<file path="config.mk">
export PLATFORM = sky130hd
export DESIGN_NAME = bounce_emulator
export DESIGN_NICKNAME = d
export VERILOG_FILES = /design/src/rtl/bounce_emulator_pkg.sv /design/src/rtl/bounce_emulator_lfsr16.sv /design/src/rtl/bounce_emulator.sv
export SDC_FILE = /design/constraint.sdc
export NUM_CORES = 1
export LEC_CHECK = 0
export BUFFER_PORTS_ARGS = -buffer_cell sky130_fd_sc_hd__buf_2
export CORE_ASPECT_RATIO = 0.8
export CORE_UTILIZATION = 35
export CTS_BUF_LIST = sky130_fd_sc_hd__clkbuf_16
export DETAILED_ROUTE_END_ITERATION = 7
export GPL_TIMING_DRIVEN = 0
export HOLD_SLACK_MARGIN = 0.05
export MAX_ROUTING_LAYER = met4
export REMOVE_ABC_BUFFERS = 1
export SETUP_SLACK_MARGIN = 0.5
export SYNTH_ARGS = -nofsm -noshare
export SYNTH_HDL_FRONTEND = slang
export SYNTH_SLANG_ARGS = --single-unit
</file>
<file path="constraint.sdc">
create_clock -name clk -period 4.1 [get_ports clk]
set_input_delay 0.41 -clock clk [delete_from_list [all_inputs] [get_ports clk]]
set_output_delay 0.41 -clock clk [all_outputs]
set_load 0.03 [all_outputs]
</file>
<file path="src/rtl/bounce_emulator_pkg.sv">
// Shared types and constants for the contact-bounce emulator and its LFSR.
package bounce_emulator_pkg;

   typedef enum logic [1:0] {
      S_IDLE   = 2'd0,
      S_GAP    = 2'd1,
      S_SETTLE = 2'd2
   } state_t;

   // Galois taps for x^16+x^14+x^13+x^11+1 with a right-shifting register
   localparam logic [15:0] LFSR_MASK = 16'hB400;

endpackage

</file>
<file path="src/rtl/bounce_emulator_lfsr16.sv">
// 16-bit Galois LFSR, reloadable from a seed; reused by other stimulus blocks.
module lfsr16
   import bounce_emulator_pkg::*;
(
   input  logic        clk,
   input  logic        rst,
   input  logic [15:0] seed,
   input  logic        advance,
   output logic [15:0] q
);

   always_ff @(posedge clk) begin
      if (rst) begin
         q <= seed;
      end else if (advance) begin
         q <= q[0] ? ((q >> 1) ^ LFSR_MASK) : (q >> 1);
      end
   end

endmodule

</file>
<file path="src/rtl/bounce_emulator.sv">
// Turns a clean level into a bouncy burst (random-length glitches, then a settled
// level) so the debouncer can be exercised without a mechanical switch.
module bounce_emulator
   import bounce_emulator_pkg::*;
#(
   parameter int unsigned BOUNCES      = 3,
   parameter int unsigned MIN_GAP      = 2,
   parameter int unsigned GAP_BITS     = 4,
   parameter int unsigned SETTLE_TICKS = 8,
   parameter logic [15:0] SEED         = 16'hACE1
) (
   input  logic clk,
   input  logic rst,
   input  logic clean_in,
   input  logic enable,
   output logic bouncy_out,
   output logic busy
);

   localparam int GAP_W = $clog2(MIN_GAP + 2**GAP_BITS) + 1;
   localparam int TOG_W = $clog2(2*BOUNCES + 1) + 1;
   localparam int SET_W = $clog2(SETTLE_TICKS + 1) + 1;

   localparam logic [TOG_W-1:0] TOGGLES_INIT = TOG_W'(2*BOUNCES);
   localparam logic [SET_W-1:0] SETTLE_INIT  = SET_W'(SETTLE_TICKS);
   // Masking instead of slicing keeps GAP_BITS=0 legal (gap collapses to MIN_GAP)
   localparam logic [15:0]      GAP_MASK     = 16'((64'd1 << GAP_BITS) - 64'd1);

   state_t           state, state_n;
   logic             bouncy_n, busy_n;
   logic [GAP_W-1:0] gap_cnt, gap_n, gap_sample;
   logic [TOG_W-1:0] toggles_left, tog_n;
   logic [SET_W-1:0] settle_cnt, set_n;
   logic [15:0]      lfsr_q;

   lfsr16 u_lfsr (
      .clk     (clk),
      .rst     (rst),
      .seed    (SEED),
      .advance (1'b1),
      .q       (lfsr_q)
   );

   assign gap_sample = GAP_W'(MIN_GAP) + GAP_W'(lfsr_q & GAP_MASK);

   always_ff @(posedge clk) begin
      if (rst) begin
         state        <= S_IDLE;
         bouncy_out   <= 1'b0;
         busy         <= 1'b0;
         gap_cnt      <= '0;
         toggles_left <= '0;
         settle_cnt   <= '0;
      end else begin
         state        <= state_n;
         bouncy_out   <= bouncy_n;
         busy         <= busy_n;
         gap_cnt      <= gap_n;
         toggles_left <= tog_n;
         settle_cnt   <= set_n;
      end
   end

   // Bypass overrides everything; otherwise each toggle reloads either the next
   // random gap or, on the last toggle, the settle window.
   always_comb begin
      state_n  = state;
      bouncy_n = bouncy_out;
      busy_n   = busy;
      gap_n    = gap_cnt;
      tog_n    = toggles_left;
      set_n    = settle_cnt;
      if (!enable) begin
         state_n  = S_IDLE;
         bouncy_n = clean_in;
         busy_n   = 1'b0;
      end else begin
         case (state)
            S_IDLE: begin
               busy_n = 1'b0;
               if (clean_in != bouncy_out) begin
                  bouncy_n = ~bouncy_out;
                  busy_n   = 1'b1;
                  tog_n    = TOGGLES_INIT;
                  if (TOGGLES_INIT == '0) begin
                     set_n   = SETTLE_INIT;
                     state_n = S_SETTLE;
                  end else begin
                     gap_n   = gap_sample;
                     state_n = S_GAP;
                  end
               end
            end
            S_GAP: begin
               if (gap_cnt <= GAP_W'(1)) begin
                  bouncy_n = ~bouncy_out;
                  tog_n    = toggles_left - TOG_W'(1);
                  if (toggles_left <= TOG_W'(1)) begin
                     set_n   = SETTLE_INIT;
                     state_n = S_SETTLE;
                  end else begin
                     gap_n = gap_sample;
                  end
               end else begin
                  gap_n = gap_cnt - GAP_W'(1);
               end
            end
            S_SETTLE: begin
               if (settle_cnt <= SET_W'(1)) begin
                  state_n = S_IDLE;
                  busy_n  = 1'b0;
               end else begin
                  set_n = settle_cnt - SET_W'(1);
               end
            end
            default: begin
               state_n = S_IDLE;
               busy_n  = 1'b0;
            end
         endcase
      end
   end

endmodule

</file>
==> results_dict.tcl <==
set metrics [dict create \
    vias_per_cell 5.04 \
    clk_latency_ns 0.28 \
    synth_xor_area_frac 0.0264 \
    fin_crit_ns 2.00 \
    placed_area_um2 1730 \
    period_share 0.488 \
    cp.buffers_inverters 1 \
    port_buffers 5 \
    start_kind "flop" \
    drc_errors 0 \
    gp_congestion 0.774 \
    synth.top_cells.by_area "dfxtp_1 (42%), ha_1 (5.3%), nor2b_1 (4.9%)" \
    multi_input_area_um2 896 \
    crit_end "gap_cnt[3]" \
    route.met3.wl_um 97 \
    design_area_um2 1910 \
    yosys_register_bits 35 \
    critical_path.top_delay_family "compound AO/OA/AOI/OAI gates" \
    cts.sinks 35 \
    cpMaxStageDelayCell "dfxtp_1" \
    clockBufferDepth 2 \
    max_slew_margin 0.533 \
    hold_class "reg2reg" \
    fin_tns_setup_ns 0 \
    finalPower_mw 0.932 \
    synth_top_area_frac 0.422 \
    utilization 0.417 \
    dr.max_layer_used "met4" \
    cts.repair.resized 0 \
    crit_type "reg2reg" \
    die_h_um 63.6 \
    rsz0062_at_grt "false" \
    yosys.area_share.adder 0.0528 \
    boundaryPins 6 \
    grt_start_max_net_pins 38 \
    track_usage 0.144 \
    synth_edf_count 0 \
    status "complete, no violations" \
    yosys_warnings 0 \
    dp.cells 245 \
    yosysSeqAreaShare 0.422 \
    p_leak_nw 0.727 \
    clkTransAtPathRegs_ns 0.06 \
    whs_ns 0.403 \
    first_pass_iters 4 \
    wl_met1_um 1710 \
    synth_most_common_cell "dfxtp_1" \
    place_ws_ns 2.12 \
    path_depth 7 \
    synth.avg_cell_area_um2 8.92 \
    nets 203 \
    overflow 0 \
    numCtsBuffers 5 \
    max_cap_viol_count 0 \
    synth-main-ff-cell "dfxtp_1" \
    r2r_slack_ns 2.10 \
    reg2reg_to "gap_cnt[3]" \
    wl_per_cell_um 12.4 \
    routed_wl_um 3140 \
    grt_pass1_vias 1123 \
    cts_hold_buffers 0 \
    cp.required_ns 4.30 \
    core-area_um2 4570 \
    via_count 1275 \
    cts_root_buf "clkbuf_16" \
    timing.final.ws_setup_ns 2.10 \
    h-tree-depth 2 \
    tightest_slew_ns 0.695 \
    initial_core_util 0.363 \
    synth_top_family_by_area "simple AND/OR/NAND/NOR gates" \
    num_rows 22 \
    antenna_found_initial 0 \
    antennaDiodeCount 0 \
    finalSetupViolCount 0 \
    post_layout_nonfiller_instances 253 \
    die_w_um 79.0 \
    yosysUniqueCellTypes 45 \
    hold_viol 0 \
    peakVddDrop_mv 0.236 \
    yosys-top-cells-count "dfxtp_1 (35), a21oi_1 (13), nor2_1 (13), nor2b_1 (13), inv_1 (10)" \
    synth-async-reset-ratio 0 \
    syn_to_final_growth_pct 14.9 \
    dieArea_um2 5020 \
    dr_wl_met2_um 1280 \
    synth_cells 186 \
    grt_pass1_wl_um 5370 \
    reg2reg_from "gap_cnt[0]" \
    r2r_cells 7 \
    ant_nets 0 \
    regArea_um2 701 \
    synth_largest_area_cell "dfxtp_1" \
    clock.fmax_mhz 500 \
    post-cts-setup-buffer-count 0 \
    drt_iter0_markers 89 \
    worstPathCellList "inv_1, ha_1, nor2_1, nor2_8, a31o_2, a211o_1, a21oi_1" \
    nFillCells 469 \
    cp_max_fo 8 \
    final_layout_size_suffix_gt1_frac 0.109 \
    maxSlewViolCount 0 \
    netlist_area_um2 1660 \
    power.density_nw_per_um2 489 \
    dp_hpwl_um 2060 \
    critPathMaxStageDelay_ns 0.44 \
    synthMuxAreaShare 0.00603 \
    end_kind "flop" \
    critPathArrivalTime_ns 2.20 \
    synth_compound_area_frac 0.210 \
    cp-startpoint "gap_cnt[0]" \
    skew_ns 0.00725 \
    synth_simple_gate_area_frac 0.244 \
    cts_tree "built" \
]
## cells by family (layout without fill, tap and decap cells)
kind of cell    Yosys count  count (layout)
compound gates           50              50
simple gates             72              72
xor+xnor                  5               5
flops                    35              35
buf+inv                  16              23
mux                       1               1
fa+ha+maj                 7               7
## cell usage in the layout, fill, tap and decap left out, drive strengths merged, types with 2 or more instances in the layout
cell type / n
dfxtp: 35
nor2: 14
a21oi: 14
nor2b: 13
inv: 11
o21ai: 11
nand2: 9
nor3: 8
ha: 7
nand2b: 6
or2: 6
a31oi: 5
clkbuf: 5
buf: 5
nor4: 4
xnor2: 4
nand3: 4
a311oi: 2
or3: 2
a21o: 2
o21bai: 2
a211oi: 2
a41o: 2
o31ai: 2
a22oi: 2
## worst reg2reg max path: cells and delay by family (launching register included)
kind | cells | cell delay, ns
buf+inv | 1 | 0.12
fa+ha+maj | 1 | 0.27
flops | 1 | 0.44
compound gates | 3 | 0.62
simple gates | 2 | 0.47
## flip-flops by register name (all words and copies together), names as in the netlist
register	count
u_lfsr.q	16
gap_cnt	6
settle_cnt	5
toggles_left	4
state	2
bouncy_out	1
busy	1
## worst min-delay path by stage
stage	startpoint	endpoint	depth (start not counted)
after floorplan	u_lfsr.q[12]	u_lfsr.q[11]	1
after global placement	u_lfsr.q[8]	u_lfsr.q[7]	1
after detailed placement	u_lfsr.q[7]	u_lfsr.q[6]	1
after CTS	u_lfsr.q[7]	u_lfsr.q[6]	1
after global routing	u_lfsr.q[8]	u_lfsr.q[7]	1
final	u_lfsr.q[7]	u_lfsr.q[6]	1
## report_power, final
part	total [mW]	internal (mW)	leakage (nW)	switching [mW]
clock	0.440	0.290	0.0844	0.151
sequential	0.376	0.361	0.288	0.0155
combinational	0.116	0.0440	0.355	0.0717
total	0.932	0.694	0.727	0.238
## area by class of cell
class	count	area share
clock buffers	5	0.0656
clock inverters	3	0.0249
repair buffers	5	0.0131
inverters	10	0.0197
well taps	60	0.0394
multi-input cells	135	0.470
flip-flops and latches	35	0.367
## per-layer routing
metal	up-vias	track usage
li1	669	-
met1	582	0.195
met2	18	0.194
met3	6	0.0391
met4	0	0.0682
met5	-	-
(Power assumes the default switching activity.)
